**src/rtl/instr_encoder.sv**
```systemverilog
// RV32 instruction encoder: packs decoded fields plus a signed immediate into a 32-bit word,
// range-checks the immediate and tags each word with a sequential address. Optional macro: INSTR_ENC_SELFCHECK_EN.
module instr_encoder #(
  parameter int unsigned       DWIDTH    = 32,
  parameter int unsigned       AWIDTH    = 32,
  parameter logic [AWIDTH-1:0] BASE_ADDR = '0
) (
  input  logic              clk,
  input  logic              rst_n,
  input  logic              in_valid,
  output logic              in_ready,
  input  logic [6:0]        in_opcode,
  input  logic [4:0]        in_rd,
  input  logic [4:0]        in_rs1,
  input  logic [4:0]        in_rs2,
  input  logic [2:0]        in_funct3,
  input  logic [6:0]        in_funct7,
  input  logic [DWIDTH-1:0] in_imm,
  input  logic              addr_clr,
  output logic              out_valid,
  input  logic              out_ready,
  output logic [31:0]       out_instr,
  output logic [AWIDTH-1:0] out_addr,
  output logic              out_imm_err,
  output logic [7:0]        err_count,
  output logic              selfcheck_fail
);

  localparam logic [6:0]  OPC_OP     = 7'b0110011;
  localparam logic [6:0]  OPC_STORE  = 7'b0100011;
  localparam logic [6:0]  OPC_BRANCH = 7'b1100011;
  localparam int unsigned IHI_W      = DWIDTH - 11;
  localparam int unsigned BHI_W      = DWIDTH - 12;

  if (DWIDTH <= 12) begin : g_dwidth_chk
    $error("instr_encoder: DWIDTH must be greater than 12");
  end

  logic              r_out_valid;
  logic [31:0]       r_out_instr;
  logic [AWIDTH-1:0] r_out_addr;
  logic              r_out_imm_err;
  logic [7:0]        r_err_count;
  logic [AWIDTH-1:0] r_addr;

  logic              w_accept;
  logic              w_xfer;
  logic [AWIDTH-1:0] w_word_addr;
  logic [IHI_W-1:0]  w_i_hi;
  logic [BHI_W-1:0]  w_b_hi;
  logic              w_i_err;
  logic              w_b_err;
  logic [31:0]       w_instr;
  logic              w_imm_err;

  assign in_ready    = !r_out_valid || out_ready;
  assign w_accept    = in_valid && in_ready;
  assign w_xfer      = r_out_valid && out_ready;
  assign w_word_addr = addr_clr ? BASE_ADDR : r_addr;

  // Immediate fits when every bit above the field's sign bit replicates it.
  assign w_i_hi  = in_imm[DWIDTH-1:11];
  assign w_b_hi  = in_imm[DWIDTH-1:12];
  assign w_i_err = !((&w_i_hi) || !(|w_i_hi));
  assign w_b_err = !((&w_b_hi) || !(|w_b_hi)) || in_imm[0];

  // Field packing by instruction format; unknown opcodes fall back to I-type.
  always_comb begin
    w_instr   = {in_imm[11:0], in_rs1, in_funct3, in_rd, in_opcode};
    w_imm_err = w_i_err;
    case (in_opcode)
      OPC_OP: begin
        w_instr   = {in_funct7, in_rs2, in_rs1, in_funct3, in_rd, in_opcode};
        w_imm_err = 1'b0;
      end
      OPC_STORE: begin
        w_instr   = {in_imm[11:5], in_rs2, in_rs1, in_funct3, in_imm[4:0], in_opcode};
        w_imm_err = w_i_err;
      end
      OPC_BRANCH: begin
        w_instr   = {in_imm[12], in_imm[10:5], in_rs2, in_rs1, in_funct3,
                     in_imm[4:1], in_imm[11], in_opcode};
        w_imm_err = w_b_err;
      end
      default: begin
        w_instr   = {in_imm[11:0], in_rs1, in_funct3, in_rd, in_opcode};
        w_imm_err = w_i_err;
      end
    endcase
  end

  // Output stage and address counter.
  always_ff @(posedge clk) begin
    if (!rst_n) begin
      r_out_valid   <= 1'b0;
      r_out_instr   <= '0;
      r_out_addr    <= BASE_ADDR;
      r_out_imm_err <= 1'b0;
      r_err_count   <= '0;
      r_addr        <= BASE_ADDR;
    end else begin
      if (w_xfer && r_out_imm_err && (r_err_count != 8'hFF)) begin
        r_err_count <= r_err_count + 8'd1;
      end
      if (w_accept) begin
        r_out_valid   <= 1'b1;
        r_out_instr   <= w_instr;
        r_out_addr    <= w_word_addr;
        r_out_imm_err <= w_imm_err;
        r_addr        <= w_word_addr + AWIDTH'(4);
      end else begin
        if (addr_clr) begin
          r_addr <= BASE_ADDR;
        end
        if (w_xfer) begin
          r_out_valid <= 1'b0;
        end
      end
    end
  end

  assign out_valid   = r_out_valid;
  assign out_instr   = r_out_instr;
  assign out_addr    = r_out_addr;
  assign out_imm_err = r_out_imm_err;
  assign err_count   = r_err_count;

`ifdef INSTR_ENC_SELFCHECK_EN
  logic [DWIDTH-1:0] r_imm;
  logic [DWIDTH-1:0] w_dec_imm;
  logic              w_sc_fail;

  always_ff @(posedge clk) begin
    if (!rst_n) begin
      r_imm <= '0;
    end else if (w_accept) begin
      r_imm <= in_imm;
    end
  end

  // Re-extract the immediate the way the core's decoder would.
  always_comb begin
    w_dec_imm = DWIDTH'($signed(r_out_instr[31:20]));
    case (r_out_instr[6:0])
      OPC_STORE:  w_dec_imm = DWIDTH'($signed({r_out_instr[31:25], r_out_instr[11:7]}));
      OPC_BRANCH: w_dec_imm = DWIDTH'($signed({r_out_instr[31], r_out_instr[7],
                                               r_out_instr[30:25], r_out_instr[11:8], 1'b0}));
      default:    w_dec_imm = DWIDTH'($signed(r_out_instr[31:20]));
    endcase
  end

  assign w_sc_fail = r_out_valid && !r_out_imm_err &&
                     (r_out_instr[6:0] != OPC_OP) && (w_dec_imm != r_imm);
  assign selfcheck_fail = w_sc_fail;

  always_ff @(posedge clk) begin
    if (rst_n) begin
      assert (!w_sc_fail)
        else $error("instr_encoder: re-decoded immediate differs from captured immediate");
    end
  end
`else
  assign selfcheck_fail = 1'b0;
`endif

endmodule
```
**config.mk**
```make
export PLATFORM = sky130hd
export DESIGN_NAME = instr_encoder
export DESIGN_NICKNAME = d
export VERILOG_FILES = /design/src/rtl/instr_encoder.sv
export SDC_FILE = /design/constraint.sdc
export NUM_CORES = 1
export LEC_CHECK = 0
export BUFFER_PORTS_ARGS = -buffer_cell sky130_fd_sc_hd__buf_2
export CAP_MARGIN = 20
export CORE_MARGIN = 3
export CORE_UTILIZATION = 40
export DETAILED_ROUTE_END_ITERATION = 16
export GPL_TIMING_DRIVEN = 0
export HOLD_SLACK_MARGIN = 0.08
export PLACE_DENSITY = 0.72
export SETUP_SLACK_MARGIN = 0.02
export SLEW_MARGIN = 5
export SYNTH_ARGS = -nofsm -noshare
export SYNTH_HDL_FRONTEND = slang
export SYNTH_SLANG_ARGS = --single-unit
```
**constraint.sdc**
```tcl
create_clock -name clk -period 4.6 [get_ports clk]
set_input_delay 0.46 -clock clk [delete_from_list [all_inputs] [get_ports clk]]
set_output_delay 0.46 -clock clk [all_outputs]
set_load 0.01 [all_outputs]
```
======== Word-level counts from Yosys, hierarchy flattened ========
Cells that the tools add are included.
storage, ports and cells
  word-level logic and storage cells ...... 36
  flip-flop bits (word level) ............. 106
  output and inout port bits .............. 76
  bits of input ports ..................... 69
operators by class
  mux-type cells .......................... 6
  add/subtract/negate cells ............... 2
  equal/unequal tests ..................... 4
  reduce and logical (&&, ||, !) cells .... 18
operators by type and width
  operator               number
  $pmux 32 s3            1
  $mux 32                2
  $add 32x3->32 const B  1
  $reduce_and 21->1      1
  $reduce_or 21->1       1
  $reduce_and 20->1      1
  $reduce_or 20->1       1
  $eq 7x6->1 const B     2
  $add 8x1->8 const B    1
  $ne 8x8->1 const B     1
  $eq 7x7->1 const B     1
  $logic_not 1->1        5
  $logic_and 1x1->1      4
  $logic_or 1x1->1       4
  $mux 1                 2
  $pmux 1 s2             1
  $reduce_bool 2->1      1

======== Longest topological paths before layout ========
  word-level depth ........................ 6
  mapped depth ............................ 9
  depth with buffers taken out ............ 7

======== Least setup slack after synthesis ========
Ideal clock, no wire load.
  kind .................................... input -> register
  start ................................... in addr_clr
  end ..................................... reg r_addr[24]
  path buffers ............................ 2
  setup slack ............................. 2.359 ns
  arrival time ............................ 2.109 ns
  stages on the path ...................... 9
  setup time .............................. 0.132 ns
  data required time ...................... 4.468 ns
  path through ............................ clkbuf_1 clkbuf_1 nor2b_1 ha_1 and3b_1 nand4_1 nor3_2 a31o_2 a21oi_1
between the ends
  word-level cells in the longest chain between the ends .. 3
RTL lines
  element               RTL line  source
  from (decl)           19        input logic addr_clr,
  $mux 32               -
  via w_word_addr[3]    48        logic [AWIDTH-1:0] w_word_addr;
  $add 32x3->32         110       r_addr <= w_word_addr + AWIDTH'(4);
  $mux 32               105       if (w_accept) begin
  to (signal assigned)  110
  to (decl)             44        logic [AWIDTH-1:0] r_addr;
The timed path passes the listed nets, and every way through them passes these cells.
A chain may end at the register's enable or synchronous reset.

======== Worst setup path in the final report ========
  start ................................... in addr_clr
  end ..................................... reg r_addr[30]
The elaborated chain is that of the path after synthesis.

==> flow_metrics.py <==
metrics = {
    "run_status": {
        "status": "complete, no violations",
    },
    "finish": {
        "n_antenna_cell": 0,
        "fin_util": 0.523,
        "mostFrequentLayoutCells": "147 x buf_2, 106 x dfxtp_1, 98 x nand2_1",
        "fillers": 1054,
        "area_growth_pct": 25.5,
        "stdcell_count": 855,
        "fin_nets": 781,
        "layout_commonest_cell": "buf_2",
        "drive_above_1_share": 0.243,
    },
    "worst_setup_path": {
        "crit_chain": "buf_2, clkbuf_1, clkbuf_1, nor2b_1, ha_1, and3b_1, nand4_1, nor3_2, a31o_2, a21oi_1",
        "cp_data_arrival_time_ps": 2920,
        "path_buf_inv": 3,
        "crit_required_ps": 4810,
        "crit_type": "input port to register",
        "cp_common_cell": "clkbuf_1",
        "crit_path_end_kind": "register",
        "startpoint_type": "input port",
        "cp_max_fo": 10,
        "cpLargestDelayFamily": "simple AND/OR/NAND/NOR gates",
        "cp_slowest_stage_delay_ps": 420,
        "reg2reg_slack_ps": 2280,
        "cp_slowest_cell": "nor3_2",
    },
    "hold_path": {
        "hold_path.class": "input port to register",
    },
    "routing": {
        "first_pass_iters": 6,
        "routedWlPerCell_um": 15.6,
        "vias_per_cell": 5.33,
        "drc": 0,
        "vias": 4556,
        "drtIter0Drc": 316,
        "ant_nets": 0,
        "routed_wl_um": 13400,
    },
    "logic_synthesis": {
        "ys_seq_elements": 106,
        "syn_inst": 558,
        "async_flop_share": 0,
        "ys_seq_area_frac": 0.461,
        "synth.net_count": 629,
        "synth_cell_type_count": 49,
        "netlist_area_sq_um": 4600,
        "syn_area_per_cell_sq_um": 8.24,
        "synth_edf_count": 0,
        "synth_flop_cell": "dfxtp_1",
        "synth_warnings": 0,
    },
    "timing": {
        "period_minus_slack_ps": 2710,
        "hold_violations": 0,
        "drv_slew": 0,
        "grt_setup_unrepaired": "false",
        "fin_crit_sh": 0.589,
        "max_freq_ghz": 0.369,
        "relSlewSlack": 0.485,
        "worst_slew_pin_slew_ps": 767,
        "fin_worst_skew_ps": 11.6,
        "hold_ws_ps": 342,
        "setup_ws_ps": 1890,
        "setup_viol": 0,
        "fin_setup_tns_ps": 0,
    },
    "global_routing": {
        "grt_antenna_before_repair": 0,
        "grt_pass1_vias": 4425,
        "grtUsageMet2": 0.357,
        "overflow": 0,
        "grt_max_degree": 21,
        "busiest_layer": "met2",
        "gr-usage-met1": 0.247,
        "grt_use_total": 0.206,
        "grt_pass1_wl_um": 21300,
        "use_met3": 0.0561,
    },
    "clocking": {
        "cts-root-buf": "clkbuf_16",
        "cts_buffers": 9,
        "cts_tree": "done",
        "clock_latency_ps": 350,
        "cts.sink_count": 106,
        "postCtsSetupRepairBufs": 0,
        "ctsLongestPathBuffers": 2,
        "cts.clk_slew.worst_paths_ps": 80,
        "htree_levels": 3,
        "ctsResizeCount": 0,
        "hold_buffers": 0,
    },
    "power": {
        "power_density_nw_per_um2": 326,
        "leakage_nw": 2.44,
        "ir_worst_vdd_v": 0.000209,
    },
    "floorplan": {
        "row_count": 38,
        "dieArea_sq_um": 12800,
        "die_h_um": 113,
        "initial_core_util": 0.417,
        "core_sq_um": 11000,
        "die_w_um": 113,
        "pin_count": 145,
    },
    "placement": {
        "gp_congestion": 0.887,
        "hpwlAfterDp_um": 10200,
        "dp_cells": 839,
        "preCtsSetupSlack_ps": 1600,
        "port_buffers": 141,
    },
    "run": {
        "maxCapViolCount": 0,
    },
}
-- flip-flops by register name, indices dropped and copies added (netlist names) --
name	count
out_addr	32
out_instr	32
r_addr	32
err_count	8
out_imm_err	1
out_valid	1
-- metrics by stage --
stage          total power [mW]  instance area [sq um]
3_3_place_gp               1.15                   5480
2_1_floorplan              1.06                   4600
4_1_cts                    1.90                   5770
6_report                   1.88                   5770
3_5_place_dp               1.15                   5480
5_1_grt                    1.96                   5770
-- layer usage --
layer / share of wire / wire length [um]
met1: 0.41 / 5420
met2: 0.48 / 6430
met3: 0.092 / 1230
met4: 0.021 / 274
met5: 0 / 0
-- cell usage after synthesis, types with 7 or more instances --
library cell  instances  share of area
o21ai_0              18          0.020
xor2_1                9          0.017
dfxtp_1             106           0.46
nor4_1                7         0.0095
nand4_1              14          0.019
a21oi_1              66          0.072
nand2_1              98          0.080
and3_1                8          0.011
inv_1                 7         0.0057
nor2_1               51          0.042
mux2i_1              12          0.026
nand3b_1             18          0.029
clkbuf_1             27          0.022
nand3_1               9         0.0098
nor2b_1              11          0.015
nor3_1               10          0.011
xnor2_1              18          0.034
-- final timing paths --
check / start / endpoint / cells after the start
setup / recovery: addr_clr / r_addr[30] / 10
hold / removal: in_rs1[2] / out_instr[17] / 3
setup reg to reg: out_valid / out_addr[9] / 7
hold reg to reg: out_addr[28] / out_addr[28] / 2
-- cell type report --
type,count,area (sq um),share of cell area
multi-input cells,405,2280,0.395
flip-flops and latches,106,2120,0.367
repair buffers,141,706,0.122
clock buffers,9,225,0.0390
well taps,140,175,0.0303
plain buffers,37,158,0.0273
clock inverters,7,68.8,0.0119
inverters,10,37.5,0.00650
-- worst min-delay path: cells and delay by family --
| family | cells | cell delay (ps) |
|---|---|---|
| buffers and inverters | 1 | 100 |
| AOI/OAI and AO/OA | 1 | 50 |
| and+or+nand+nor | 1 | 50 |
-- power breakdown --
group	total (mW)	internal, mW	switching [mW]
combinational	0.179	0.0665	0.112
sequential	0.951	0.939	0.0122
clock	0.752	0.384	0.368
total	1.88	1.39	0.493
-- logic make-up (layout without fill, tap and decap cells) --
group | after synthesis | count (layout) | synth area share
buffers and inverters | 47 | 204 | 0.0424
adder cells (fa/ha/maj) | 2 | 2 | 0.00544
XOR/XNOR | 27 | 27 | 0.0514
flip-flops | 106 | 106 | 0.461
other | 1 | 1 | 0.000815
AND/OR/NAND/NOR | 256 | 256 | 0.280
AO/OA/AOI/OAI | 107 | 107 | 0.133
multiplexers | 12 | 12 | 0.0261
No activity file was read; power rests on OpenSTA's default activity.
